<file path="src/rtl/coef_pkg.sv">
// Shared types and elaboration-time maths for the cos/sin coefficient sequencer.
// Nothing here turns into run-time arithmetic; coef_val is only called with constant arguments.
package coef_pkg;

  typedef enum logic {
    IDLE   = 1'b0,
    STREAM = 1'b1
  } state_t;

  localparam int MODE_COS  = 0;
  localparam int MODE_SIN  = 1;
  localparam int MAX_TERMS = 8;

  function automatic logic [63:0] fact(input int n);
    logic [63:0] r;
    r = 64'd1;
    for (int i = 2; i <= n; i++) r = r * 64'(i);
    return r;
  endfunction

  // Round-half-up of 2^frac / (2k+mode)!, computed as floor((2^(frac+1) + f) / 2f).
  function automatic logic [63:0] coef_val(input int k, input int mode, input int width,
                                           input int frac);
    logic [63:0] f;
    logic [63:0] q;
    logic [63:0] maxv;
    f    = fact(2 * k + mode);
    q    = ((64'd1 << (frac + 1)) + f) / (f << 1);
    maxv = (width >= 64) ? '1 : ((64'd1 << width) - 64'd1);
    return (q > maxv) ? maxv : q;
  endfunction

endpackage

</file>
<file path="src/rtl/coef_seq_if.sv">
// Coefficient stream bundle between the sequencer and the multiply-accumulate stage.
interface coef_seq_if #(
  parameter int WIDTH = 16
);
  logic             coef_valid;
  logic             coef_ready;
  logic [WIDTH-1:0] coef;
  logic             coef_neg;
  logic [2:0]       coef_idx;
  logic             coef_last;

  modport master (output coef_valid, coef, coef_neg, coef_idx, coef_last, input coef_ready);
  modport slave  (input coef_valid, coef, coef_neg, coef_idx, coef_last, output coef_ready);
endinterface

</file>
<file path="src/rtl/coef_table.sv">
// Combinational (mode, k) -> magnitude lookup; entries are constants fixed at elaboration.
module coef_table
  import coef_pkg::*;
#(
  parameter int WIDTH = 16,
  parameter int FRAC  = 8,
  parameter int TERMS = 7
) (
  input  logic             mode,
  input  logic [2:0]       k,
  output logic [WIDTH-1:0] mag
);

  logic [WIDTH-1:0] cos_tab [MAX_TERMS];
  logic [WIDTH-1:0] sin_tab [MAX_TERMS];

  for (genvar g = 0; g < MAX_TERMS; g++) begin : g_tab
    localparam logic [63:0] COS_V = (g < TERMS) ? coef_val(g, MODE_COS, WIDTH, FRAC) : 64'd0;
    localparam logic [63:0] SIN_V = (g < TERMS) ? coef_val(g, MODE_SIN, WIDTH, FRAC) : 64'd0;
    assign cos_tab[g] = COS_V[WIDTH-1:0];
    assign sin_tab[g] = SIN_V[WIDTH-1:0];
  end

  assign mag = mode ? sin_tab[k] : cos_tab[k];

endmodule

</file>
<file path="src/rtl/coef_seq.sv">
// Streams the first N Taylor coefficients of cos or sin over a valid/ready port.
// Output register is reloaded from the table on each handshake, so a ready sink gets one term per cycle.
module coef_seq
  import coef_pkg::*;
#(
  parameter int WIDTH = 16,
  parameter int FRAC  = 8,
  parameter int TERMS = 7
) (
  input  logic        clk,
  input  logic        rst_n,
  input  logic        start,
  input  logic        mode,
  input  logic [3:0]  n_terms,
  coef_seq_if.master  cif,
  output logic        busy,
  output logic        done
);

  localparam logic [3:0] TERMS_L = 4'(TERMS);

  state_t           state_q, state_d;
  logic             mode_q, mode_d;
  logic [3:0]       n_q, n_d;
  logic             valid_q, valid_d;
  logic [WIDTH-1:0] coef_q, coef_d;
  logic             neg_q, neg_d;
  logic [2:0]       idx_q, idx_d;
  logic             last_q, last_d;
  logic             done_q, done_d;

  logic             tbl_mode;
  logic [2:0]       tbl_k;
  logic [WIDTH-1:0] tbl_mag;
  logic [3:0]       n_clamp;
  logic             hs;

  coef_table #(.WIDTH(WIDTH), .FRAC(FRAC), .TERMS(TERMS)) u_table (
    .mode (tbl_mode),
    .k    (tbl_k),
    .mag  (tbl_mag)
  );

  assign n_clamp = (n_terms == 4'd0 || n_terms > TERMS_L) ? TERMS_L : n_terms;
  assign hs      = valid_q && cif.coef_ready;

  always_ff @(posedge clk or negedge rst_n) begin
    if (!rst_n) begin
      state_q <= IDLE;
    end else begin
      state_q <= state_d;
    end
  end

  always_ff @(posedge clk or negedge rst_n) begin
    if (!rst_n) begin
      mode_q  <= 1'b0;
      n_q     <= 4'd0;
      valid_q <= 1'b0;
      coef_q  <= '0;
      neg_q   <= 1'b0;
      idx_q   <= 3'd0;
      last_q  <= 1'b0;
      done_q  <= 1'b0;
    end else begin
      mode_q  <= mode_d;
      n_q     <= n_d;
      valid_q <= valid_d;
      coef_q  <= coef_d;
      neg_q   <= neg_d;
      idx_q   <= idx_d;
      last_q  <= last_d;
      done_q  <= done_d;
    end
  end

  always_comb begin
    state_d  = state_q;
    mode_d   = mode_q;
    n_d      = n_q;
    valid_d  = valid_q;
    coef_d   = coef_q;
    neg_d    = neg_q;
    idx_d    = idx_q;
    last_d   = last_q;
    done_d   = 1'b0;
    tbl_mode = mode_q;
    tbl_k    = idx_q + 3'd1;

    case (state_q)
      IDLE: begin
        // Look up term 0 with the live mode so it can be loaded on the start edge.
        tbl_mode = mode;
        tbl_k    = 3'd0;
        if (start) begin
          mode_d  = mode;
          n_d     = n_clamp;
          valid_d = 1'b1;
          coef_d  = tbl_mag;
          neg_d   = 1'b0;
          idx_d   = 3'd0;
          last_d  = (n_clamp == 4'd1);
          state_d = STREAM;
        end
      end
      STREAM: begin
        if (hs) begin
          if (!last_q) begin
            idx_d  = tbl_k;
            coef_d = tbl_mag;
            neg_d  = tbl_k[0];
            last_d = ({1'b0, tbl_k} == n_q - 4'd1);
          end else begin
            valid_d = 1'b0;
            last_d  = 1'b0;
            done_d  = 1'b1;
            state_d = IDLE;
          end
        end
      end
      default: state_d = IDLE;
    endcase
  end

  assign cif.coef_valid = valid_q;
  assign cif.coef       = coef_q;
  assign cif.coef_neg   = neg_q;
  assign cif.coef_idx   = idx_q;
  assign cif.coef_last  = last_q;
  assign busy           = (state_q == STREAM);
  assign done           = done_q;

endmodule

</file>
<file path="src/flat_wrapper.sv">
// flat-port wrapper written by rule: the top's interface ports become plain ports
module coef_seq_flat import coef_pkg::*;
#(
  parameter int WIDTH = 16,
  parameter int FRAC  = 8,
  parameter int TERMS = 7
)
  (clk, rst_n, start, mode, n_terms, busy, done, cif_coef_valid, cif_coef, cif_coef_neg, cif_coef_idx, cif_coef_last, cif_coef_ready);
  coef_seq_if #(.WIDTH(WIDTH)) cif_i ();
  input  logic clk;
  input  logic rst_n;
  input  logic start;
  input  logic mode;
  input  logic [3:0] n_terms;
  output logic busy;
  output logic done;
  output wire logic [$bits(cif_i.coef_valid)-1:0] cif_coef_valid;
  output wire logic [$bits(cif_i.coef)-1:0] cif_coef;
  output wire logic [$bits(cif_i.coef_neg)-1:0] cif_coef_neg;
  output wire logic [$bits(cif_i.coef_idx)-1:0] cif_coef_idx;
  output wire logic [$bits(cif_i.coef_last)-1:0] cif_coef_last;
  input wire logic [$bits(cif_i.coef_ready)-1:0] cif_coef_ready;
  assign cif_coef_valid = cif_i.coef_valid;
  assign cif_coef = cif_i.coef;
  assign cif_coef_neg = cif_i.coef_neg;
  assign cif_coef_idx = cif_i.coef_idx;
  assign cif_coef_last = cif_i.coef_last;
  assign cif_i.coef_ready = cif_coef_ready;
  coef_seq #(.WIDTH(WIDTH), .FRAC(FRAC), .TERMS(TERMS)) u_core (.clk(clk), .rst_n(rst_n), .start(start), .mode(mode), .n_terms(n_terms), .cif(cif_i), .busy(busy), .done(done));
endmodule
</file>
<file path="config.mk">
export PLATFORM = sky130hd
export DESIGN_NAME = coef_seq_flat
export DESIGN_NICKNAME = d
export VERILOG_FILES = /design/src/rtl/coef_pkg.sv /design/src/rtl/coef_seq_if.sv /design/src/rtl/coef_table.sv /design/src/rtl/coef_seq.sv /design/src/flat_wrapper.sv
export SDC_FILE = /design/constraint.sdc
export NUM_CORES = 1
export LEC_CHECK = 0
export BUFFER_PORTS_ARGS = -buffer_cell sky130_fd_sc_hd__clkbuf_2
export CAP_MARGIN = 10
export CORE_MARGIN = 4
export CORE_UTILIZATION = 48
export DETAILED_ROUTE_END_ITERATION = 7
export PLACE_DENSITY = 0.86
export SYNTH_ARGS = -nofsm -noshare
export SYNTH_HDL_FRONTEND = slang
export SYNTH_SLANG_ARGS = --single-unit
export TNS_END_PERCENT = 100
</file>
<file path="constraint.sdc">
create_clock -name clk -period 2 [get_ports clk]
set_input_delay 0.2 -clock clk [delete_from_list [all_inputs] [get_ports clk]]
set_output_delay 0.2 -clock clk [all_outputs]
set_load 0.05 [all_outputs]
</file>
==> flow_metrics.py, run 1 <==
metrics = {
    "die": {
        "pin_count": 33,
        "dieArea_um2": 2760,
        "die_h_um": 52.6,
        "start_util": 0.529,
        "core.rowCount": 15,
        "core_area_um2": 1800,
        "die_w_um": 52.6,
    },
    "routing": {
        "drt-total-wl_um": 1880,
        "via_per_inst": 4.89,
        "vias": 729,
        "wl_per_cell_um": 12.6,
        "drcViolationCount": 0,
        "ant_nets": 0,
        "firstDrtPassIters": 2,
        "initialDrtViolationCount": 10,
    },
    "logic_synthesis": {
        "syn_avg_cell_area_um2": 9.35,
        "seq_area_frac_synth": 0.446,
        "yosys_warnings": 0,
        "yosysTopAreaCellShare": 0.446,
        "synth_area_leader_cell": "dfrtp_1",
        "synth_area_leaders": "dfrtp_1 45%, buf_4 9.4%, nand2_1 5.5%",
        "syn_inst": 102,
        "synth_seq_cells": 17,
        "synth_cell_types": 32,
        "syn_area_um2": 953,
    },
    "sta": {
        "skew_ns": 0.000757,
        "period_minus_slack_ns": 1.92,
        "max_freq_mhz": 520,
        "worst_pin_slew_ns": 0.548,
        "setup_viol_count_final": 0,
        "hold_violations": 0,
        "tns_ns": 0,
        "report.final.slew_viol_count": 0,
        "post-route-period-util": 0.961,
        "rsz0062_at_grt": "false",
        "relSlewSlack": 0.629,
    },
    "setup_path": {
        "crit_arrival_ns": 2.14,
        "worst_path_max_delay_cell": "nor4b_1",
        "startpoint_type": "flip-flop",
        "path_class": "reg -> reg",
        "critPathMaxStageDelay_ns": 0.52,
        "cp.required_ns": 2.22,
        "critPathCaptureType": "flip-flop",
        "path_max_fanout": 9,
        "regToRegSetupSlack_ns": 0.08,
        "crit_chain": "ha_1 -> xnor2_1 -> nor4b_1 -> nand3_1 -> a31oi_1",
    },
    "global_route": {
        "grt_use_total": 0.155,
        "overflow": 0,
        "grt_pass1_vias": 716,
        "grt_pass1_wl_um": 3070,
        "antenna_found_initial": 0,
        "grt_max_degree": 18,
    },
    "cells_and_area": {
        "final_cell_count_no_fill": 149,
        "post-route-cell-area_um2": 1060,
        "area_growth_pct": 11.3,
        "insertedDiodeCount": 0,
        "nets": 136,
        "fill_cells": 159,
        "drive_gt1_frac": 0.242,
    },
    "placement": {
        "gp_congestion": 0.720,
        "dp.final_hpwl_um": 1450,
        "placed_area_um2": 1020,
        "dp_cells": 144,
        "port_buffers": 22,
    },
    "cts": {
        "clockBufferDepth": 2,
        "h-tree-depth": 1,
        "post-cts-setup-buffers": 0,
        "cts_root_buffer": "clkbuf_4",
        "path_clk_slew_ns": 0.09,
        "clock_sink_count": 17,
        "clk-insertion-delay-late_ns": 0.29,
        "cts_tree": "yes",
        "numCtsBuffers": 3,
        "post_cts_resized": 0,
    },
    "run": {
        "maxCapViolCount": 0,
    },
    "min_path": {
        "hold_class": "in -> reg",
    },
    "pwr": {
        "clkPwrFrac": 0.091,
        "pwr_density_cell_nw_per_um2": 1910,
        "power.leakage_nw": 0.534,
        "pwr-share-comb": 0.585,
        "p_sw_frac": 0.548,
        "power.share.sequential": 0.324,
        "power_switching_mw": 1.11,
        "peakVddDrop_mv": 0.788,
        "p_int_mw": 0.913,
    },
    "status": {
        "outcome": "finished, final reports clean",
    },
}
[cell type report]
cell class / count / area, um^2 / area share
clock buffers: 4 / 26.3 / 0.0248
repair buffers: 24 / 128 / 0.120
flip-flops and latches: 17 / 425 / 0.401
multi-input cells: 75 / 435 / 0.410
inverters: 4 / 15.0 / 0.0142
well taps: 25 / 31.3 / 0.0295
[synth_stat cells (all sizes together)]
library cell  number
nand2             14
dfrtp             17
inv                4
conb               1
nand2b             2
and2               1
nor3               3
o21a               1
a21oi              4
o21ai              4
nor4               1
buf               15
a221o              1
a31oi              1
nor2b              1
ha                 2
mux2               2
nor2              11
a22o               1
nand4              1
nor4b              1
xor2               1
o31ai              3
xnor2              5
nand3b             1
nand3              4
[state kept, by name, summed over array words and instances (netlist names)]
signal	flops
u_core.busy	1
u_core.cif.coef	5
u_core.cif.coef_idx	2
u_core.cif.coef_last	1
u_core.cif.coef_neg	1
u_core.cif.coef_valid	1
u_core.done	1
u_core.mode_q	1
u_core.n_q	4
[final timing paths]
path,startpoint,to,cells past startpoint
min in group asynchronous,rst_n,u_core.cif.coef[5],2
max in group asynchronous,rst_n,u_core.done,2
min,mode,u_core.mode_q,2
min reg2reg,u_core.cif.coef[1],u_core.cif.coef[1],2
max,u_core.cif.coef_neg,u_core.cif.coef_last,5
max reg2reg,u_core.cif.coef_neg,u_core.cif.coef_last,5
[per-stage QoR]
| step | power [mW] | setup slack, ns | hold slack [ns] | utilization |
|---|---|---|---|---|
| after floorplan | 1.63 | 0.211 | -0.0956 | - |
| after global placement | 1.78 | 0.489 | 0.143 | 0.569 |
| after detailed placement | 1.84 | 0.245 | 0.157 | 0.569 |
| after CTS | 2.04 | 0.128 | 0.113 | 0.589 |
| after global routing | 2.16 | 0.00326 | 0.129 | 0.589 |
| final | 2.02 | 0.0771 | 0.113 | 0.589 |
[power groups by stage]
stage / Combinational (mW) / Sequential (mW) / Clock [mW]
global placement: 1.14 / 0.644 / 0
floorplan: 0.673 / 0.958 / 0
finish: 1.18 / 0.656 / 0.183
detailed placement: 1.18 / 0.660 / 0
CTS: 1.19 / 0.655 / 0.187
global route: 1.28 / 0.679 / 0.203
[layout by cell type, fill, tap and decap left out, types with 4 or more instances in the layout]
master    synthesis  final
inv_1             4      4
conb_1            1     10
xnor2_1           4      4
nor2_1           11     11
a21oi_1           4      4
dfrtp_1          17     17
nand2_1          14     14
clkbuf_2          0     22
[timing repair]
action | 4_1_cts | 5_1_grt
hold buffers | 1 | 0
hold endpoints to repair | 17 | 0
endpoints found under the setup margin | 0 | 0
[kinds of logic (layout without fill, tap and decap cells)]
logic type / count (synthesis) / in the layout / share of synthesized area
and+or+nand+nor: 40 / 40 / 0.197
buffers and inverters: 19 / 32 / 0.133
DFF: 17 / 17 / 0.446
AOI/OAI and AO/OA: 15 / 15 / 0.108
xor gates and xnor gates: 6 / 6 / 0.0630
adders and majority gates: 2 / 2 / 0.0262
muxes: 2 / 2 / 0.0236
other: 1 / 10 / 0.00393
[critical path: cells and delay by family, from the launching register on]
kind / cells / cell delay [ns]
AO/OA/AOI/OAI: 1 / 0.16
adder cells (fa/ha/maj): 1 / 0.38
AND/OR/NAND/NOR: 2 / 0.66
XOR/XNOR: 1 / 0.16
flip-flops: 1 / 0.49
[metal layers]
layer	vias up	routed length, um	GRT usage	share of wire
met5	-	0	0	0
met4	0	97	0.140	0.052
met3	8	93	0.0228	0.049
met2	25	941	0.273	0.50
met1	331	750	0.153	0.40
li1	365	-	-	-
No activity file was read; power rests on OpenSTA's default activity.
==> run 2: changes to the inputs <==
ABC_AREA = 1   (was not set)
CORE_UTILIZATION = 49   (was 48)
==> run 2 against run 1 <==
  * Register-to-register slack gained 0.49 ns
  * Synthesized cell count increased by 38%
  * Clock power down 2%
  * First-iteration DRC count grew to 2.5 times the previous value
  * Via count increased by 21%
  * Fmax rose by 35%
  * Combinational power rose by 6%
  * Critical path type unchanged
  * Highest routed layer unchanged
==> flow_metrics.py, run 2 <==
metrics = {
    "sta": {
        "worst_slack_ns": 0.572,
        "period_minus_slack_ns": 1.43,
        "max_freq_mhz": 700,
        "skew_ns": 0.00474,
        "hold_violations": 0,
        "setup_viol_count_final": 0,
        "whs_ns": 0.154,
        "post-route-period-util": 0.714,
        "rsz0062_at_grt": "false",
        "report.final.slew_viol_count": 0,
        "tns_ns": 0,
    },
    "global_route": {
        "antenna_found_initial": 0,
        "grt_pass1_vias": 785,
        "grt_use_total": 0.146,
        "grt_pass1_wl_um": 3100,
        "grt_max_degree": 18,
        "overflow": 0,
    },
    "routing": {
        "initialDrtViolationCount": 25,
        "drt-total-wl_um": 1880,
        "ant_nets": 0,
        "wl_per_cell_um": 9.85,
        "vias": 884,
        "via_per_inst": 4.63,
        "drcViolationCount": 0,
        "firstDrtPassIters": 4,
    },
    "cts": {
        "path_clk_slew_ns": 0.10,
        "h-tree-depth": 1,
        "clockBufferDepth": 2,
        "cts_root_buffer": "clkbuf_4",
        "clk-insertion-delay-late_ns": 0.29,
        "clock_sink_count": 17,
        "cts_tree": "yes",
        "numCtsBuffers": 3,
    },
    "die": {
        "dieArea_um2": 2920,
        "start_util": 0.524,
        "die_w_um": 54.0,
        "pin_count": 33,
        "die_h_um": 54.0,
        "core.rowCount": 16,
        "core_area_um2": 1980,
    },
    "setup_path": {
        "rr_worst_depth": 7,
        "startpoint_type": "flip-flop",
        "regToRegSetupSlack_ns": 0.57,
        "cp.required_ns": 2.22,
        "crit_arrival_ns": 1.65,
        "path_class": "reg -> reg",
        "timing.rr.end": "u_core.cif.coef_last",
        "critical_path.startpoint": "u_core.cif.coef_neg",
        "critPathCaptureType": "flip-flop",
        "path_max_fanout": 7,
        "endpoint": "u_core.cif.coef_last",
        "reg2reg_from": "u_core.cif.coef_neg",
    },
    "pwr": {
        "power.share.sequential": 0.297,
        "p_int_mw": 0.868,
        "peakVddDrop_mv": 1.11,
        "p_sw_frac": 0.573,
        "power.leakage_nw": 0.668,
        "total_power_mw": 2.03,
        "pwr-share-comb": 0.615,
        "pwr_density_cell_nw_per_um2": 1760,
        "clkPwrFrac": 0.088,
        "power_switching_mw": 1.17,
    },
    "logic_synthesis": {
        "synth.most_common_cell": "nand2_1",
        "synth_area_leader_cell": "dfrtp_1",
        "synth_common_cells": "47 x nand2_1, 19 x inv_1, 17 x dfrtp_1, 13 x nor2_1, 12 x buf_4",
        "synth-edff-count": 0,
        "seq_area_frac_synth": 0.410,
        "syn_inst": 141,
        "yosys_warnings": 0,
        "yosysTopAreaCellShare": 0.410,
        "syn_avg_cell_area_um2": 7.37,
        "synth_area_leaders": "dfrtp_1 41%, nand2_1 17%, buf_4 8.7%",
        "async_flop_share": 1.00,
        "synth_seq_cells": 17,
        "synth_cell_types": 20,
        "syn_area_um2": 1040,
        "yosys_most_used_dff": "dfrtp_1",
    },
    "cells_and_area": {
        "nets": 176,
        "insertedDiodeCount": 0,
        "area_growth_pct": 11.0,
        "drive_gt1_frac": 0.207,
        "layout_commonest_cell": "nand2_1",
        "final_cell_mix": "47 x nand2_1, 22 x clkbuf_2, 19 x inv_1",
        "largest_reg_flops": 5,
    },
    "placement": {
        "dp_slack_ns": 0.621,
        "port_buffers": 22,
        "gp_congestion": 0.798,
        "dp.final_hpwl_um": 1540,
    },
    "min_path": {
        "hold_class": "in -> reg",
    },
    "status": {
        "outcome": "finished, final reports clean",
    },
    "run": {
        "maxCapViolCount": 0,
    },
}
run 2: changes by cell type in the layout (fill, tap and decap cells not counted), sizes merged, moves of 2 or more:
cell and change:
nand2 +34, inv +17, o21ai +7, xnor2 -5
nor2 +3, nor3 -3, o31ai -3, a21oi -2
a31oi +2, mux2 -2, nand2b -2, nand3 +2
run 2: power groups by stage:
stage	Sequential (mW)	Clock [mW]	Combinational, mW
CTS	0.603	0.181	1.25
global placement	0.602	0	1.23
floorplan	0.918	0	0.729
detailed placement	0.611	0	1.25
finish	0.604	0.179	1.25
global route	0.627	0.198	1.38
run 2: worst max-delay path, cell delays in order (launching register included):
cell	delay, ns
dfrtp_1	0.47
ha_1	0.35
inv_1	0.08
nand2_1	0.07
nand2_1	0.05
nor2_1	0.10
nand3_1	0.09
a21oi_1	0.13
run 2: metal layers:
layer,track usage,vias up,part of all wire
li1,-,460,-
met1,0.185,393,0.45
met2,0.242,26,0.46
met3,0.0277,5,0.068
met4,0.0622,0,0.017
met5,0,-,0
run 2: kinds of logic (layout without fill, tap and decap cells):
logic type | Yosys count | in the layout | synth area share
simple gates | 71 | 71 | 0.287
other cells | 1 | 10 | 0.00361
flops | 17 | 17 | 0.410
compound gates | 16 | 16 | 0.102
buf+inv | 34 | 48 | 0.174
fa+ha+maj | 2 | 2 | 0.0241
run 2: metrics by stage:
step	instances	utilization	area, um^2
2_1_floorplan	150	-	1070
3_3_place_gp	186	0.563	1110
3_5_place_dp	186	0.563	1110
4_1_cts	191	0.581	1150
5_1_grt	191	0.581	1150
6_report	191	0.581	1150
run 2: how the worst min path moves through the flow:
stage / from / end / slack [ns] / cells after the start
after floorplan: rst_n / u_core.busy / -0.1 / 0
after global placement: rst_n / u_core.cif.coef_last / 0.15 / 1
after detailed placement: rst_n / u_core.n_q[2] / 0.16 / 1
after CTS: mode / u_core.mode_q / 0.15 / 3
after global routing: mode / u_core.mode_q / 0.17 / 3
final: mode / u_core.mode_q / 0.15 / 3
run 2: cell type report:
class | instances | area (um^2)
repair buffers | 23 | 120
well taps | 27 | 33.8
inverters | 21 | 78.8
clock buffers | 3 | 22.5
multi-input cells | 99 | 467
flip-flops and latches | 17 | 425
fillers | 177 | 830
clock inverters | 1 | 5.00
run 2: what timing repair did:
item / CTS / global route
hold buffers: 1 / 0
hold endpoints to repair: 17 / 0
buffers inserted: 0 / 0
resized for setup: 0 / 0
==> run 3: changes to the inputs <==
clock period = 1.5 ns   (was 2 ns; I/O delays follow)
==> run 3 against run 2 <==
  * Register-to-register slack lost 0.41 ns
  * Wire length grew 3.8%
  * Critical path depth grew 1
  * Hold slack lost 0.015 ns
  * Cell count grew 1.0%
  * Flip-flop and latch count is the same
  * Die area is the same
  * Largest cell class unchanged
  * Power grew 38%
  * Critical endpoint unchanged
  * Sequential power grew 36%
  * Clock power grew 36%
==> flow_metrics.py, run 3 (synthesized netlist as in run 2, its figures left out) <==
metrics = {
    "cts": {
        "numCtsBuffers": 3,
        "path_clk_slew_ns": 0.10,
        "clock_sink_count": 17,
        "cts_tree": "yes",
        "clk-insertion-delay-late_ns": 0.29,
        "clockBufferDepth": 2,
        "h-tree-depth": 1,
        "cts_root_buffer": "clkbuf_4",
    },
    "setup_path": {
        "critPathCaptureType": "flip-flop",
        "path_class": "reg -> reg",
        "crit_arrival_ns": 1.57,
        "startpoint_type": "flip-flop",
        "cp.required_ns": 1.73,
        "worst_path_max_delay_cell": "dfrtp_1",
        "path_buf_inv": 2,
        "path_max_fanout": 4,
        "critPathMaxStageDelay_ns": 0.40,
        "cp_top_family": "flip-flops",
        "crit_chain": "inv_1 -> ha_1 -> inv_1 -> nand2_1 -> nand2_1 -> nor2_1 -> nand3_1 -> a21oi_2",
    },
    "global_route": {
        "grt_pass1_wl_um": 3080,
        "grt_max_degree": 18,
        "antenna_found_initial": 0,
        "grt_pass1_vias": 789,
        "grt_use_total": 0.143,
        "overflow": 0,
    },
    "cells_and_area": {
        "largest_reg_flops": 5,
        "post-route-cell-area_um2": 1190,
        "nets": 178,
        "final_cell_mix": "47 x nand2_1, 22 x clkbuf_2, 19 x inv_1",
        "layout_commonest_cell": "nand2_1",
        "fill_cells": 192,
        "area_growth_pct": 14.2,
        "drive_gt1_frac": 0.241,
        "insertedDiodeCount": 0,
    },
    "status": {
        "outcome": "finished, final reports clean",
    },
    "die": {
        "pin_count": 33,
        "core_area_um2": 1980,
        "start_util": 0.524,
        "dieArea_um2": 2920,
        "core.rowCount": 16,
        "die_w_um": 54.0,
        "die_h_um": 54.0,
    },
    "routing": {
        "initialDrtViolationCount": 29,
        "wl_per_cell_um": 10.1,
        "firstDrtPassIters": 4,
        "drt-total-wl_um": 1950,
        "via_per_inst": 4.71,
        "ant_nets": 0,
        "vias": 909,
        "drcViolationCount": 0,
    },
    "sta": {
        "skew_ns": 0.00213,
        "post-route-period-util": 0.895,
        "max_freq_mhz": 745,
        "tns_ns": 0,
        "hold_violations": 0,
        "period_minus_slack_ns": 1.34,
        "report.final.slew_viol_count": 0,
        "setup_viol_count_final": 0,
        "rsz0062_at_grt": "false",
    },
    "placement": {
        "placed_area_um2": 1120,
        "port_buffers": 22,
        "gp_congestion": 0.910,
        "dp.final_hpwl_um": 1570,
    },
    "pwr": {
        "peakVddDrop_mv": 1.53,
        "pwr_density_cell_nw_per_um2": 2360,
        "power.leakage_nw": 0.676,
    },
    "run": {
        "maxCapViolCount": 0,
    },
    "min_path": {
        "hold_class": "in -> reg",
    },
}
run 3: final cells by class:
cell class | instances | area [um^2] | share of cell area
sequential | 17 | 428 | 0.361
tap | 27 | 33.8 | 0.0285
timing repair buffer | 25 | 135 | 0.114
multi-input combinational | 99 | 483 | 0.407
inverter | 21 | 78.8 | 0.0665
clock buffer | 3 | 22.5 | 0.0190
clock inverter | 1 | 5.00 | 0.00422
run 3: tightest hold or removal path: stages:
cell      delay [ns]
clkbuf_2        0.08
inv_1           0.06
o21ai_0         0.09
run 3: through the flow:
step	hold slack [ns]	setup WS (ns)	cells	total power, mW	util
2_1_floorplan	-0.146	0.0218	150	2.20	-
3_3_place_gp	0.0916	0.142	186	2.45	0.564
3_5_place_dp	0.0991	0.127	186	2.48	0.564
4_1_cts	0.138	0.105	191	2.73	0.583
5_1_grt	0.153	0.00754	193	3.04	0.598
6_report	0.140	0.158	193	2.80	0.598
run 3: power breakdown:
| part | leakage, nW | internal (mW) | switching, mW |
|---|---|---|---|
| combinational | 0.449 | 0.480 | 1.25 |
| clock | 0.0177 | 0.0992 | 0.144 |
| sequential | 0.209 | 0.639 | 0.181 |
run 3: what timing repair did:
item,CTS,global route
endpoints found under the hold margin,17,0
hold buffers,1,0
resized for setup,0,2
setup buffers,0,2
endpoints found under the setup margin,0,1
run 3: final timing paths:
path / from / endpoint / slack, ns / cells past startpoint
worst max-delay path: u_core.n_q[0] / u_core.cif.coef_last / 0.16 / 8
worst min-delay path: mode / u_core.mode_q / 0.14 / 3
worst max register to register: u_core.n_q[0] / u_core.cif.coef_last / 0.16 / 8
worst min register to register: u_core.cif.coef[7] / u_core.cif.coef[7] / 0.49 / 2
max in group asynchronous: rst_n / u_core.busy / 0.89 / 2
min in group asynchronous: rst_n / u_core.cif.coef_valid / 0.30 / 2
run 3: layer usage:
layer,wire length (um),up-vias,track usage
met2,920,30,0.246
li1,-,462,-
met3,162,2,0.0499
met5,0,-,0
met1,859,415,0.166
met4,10,0,0.0456
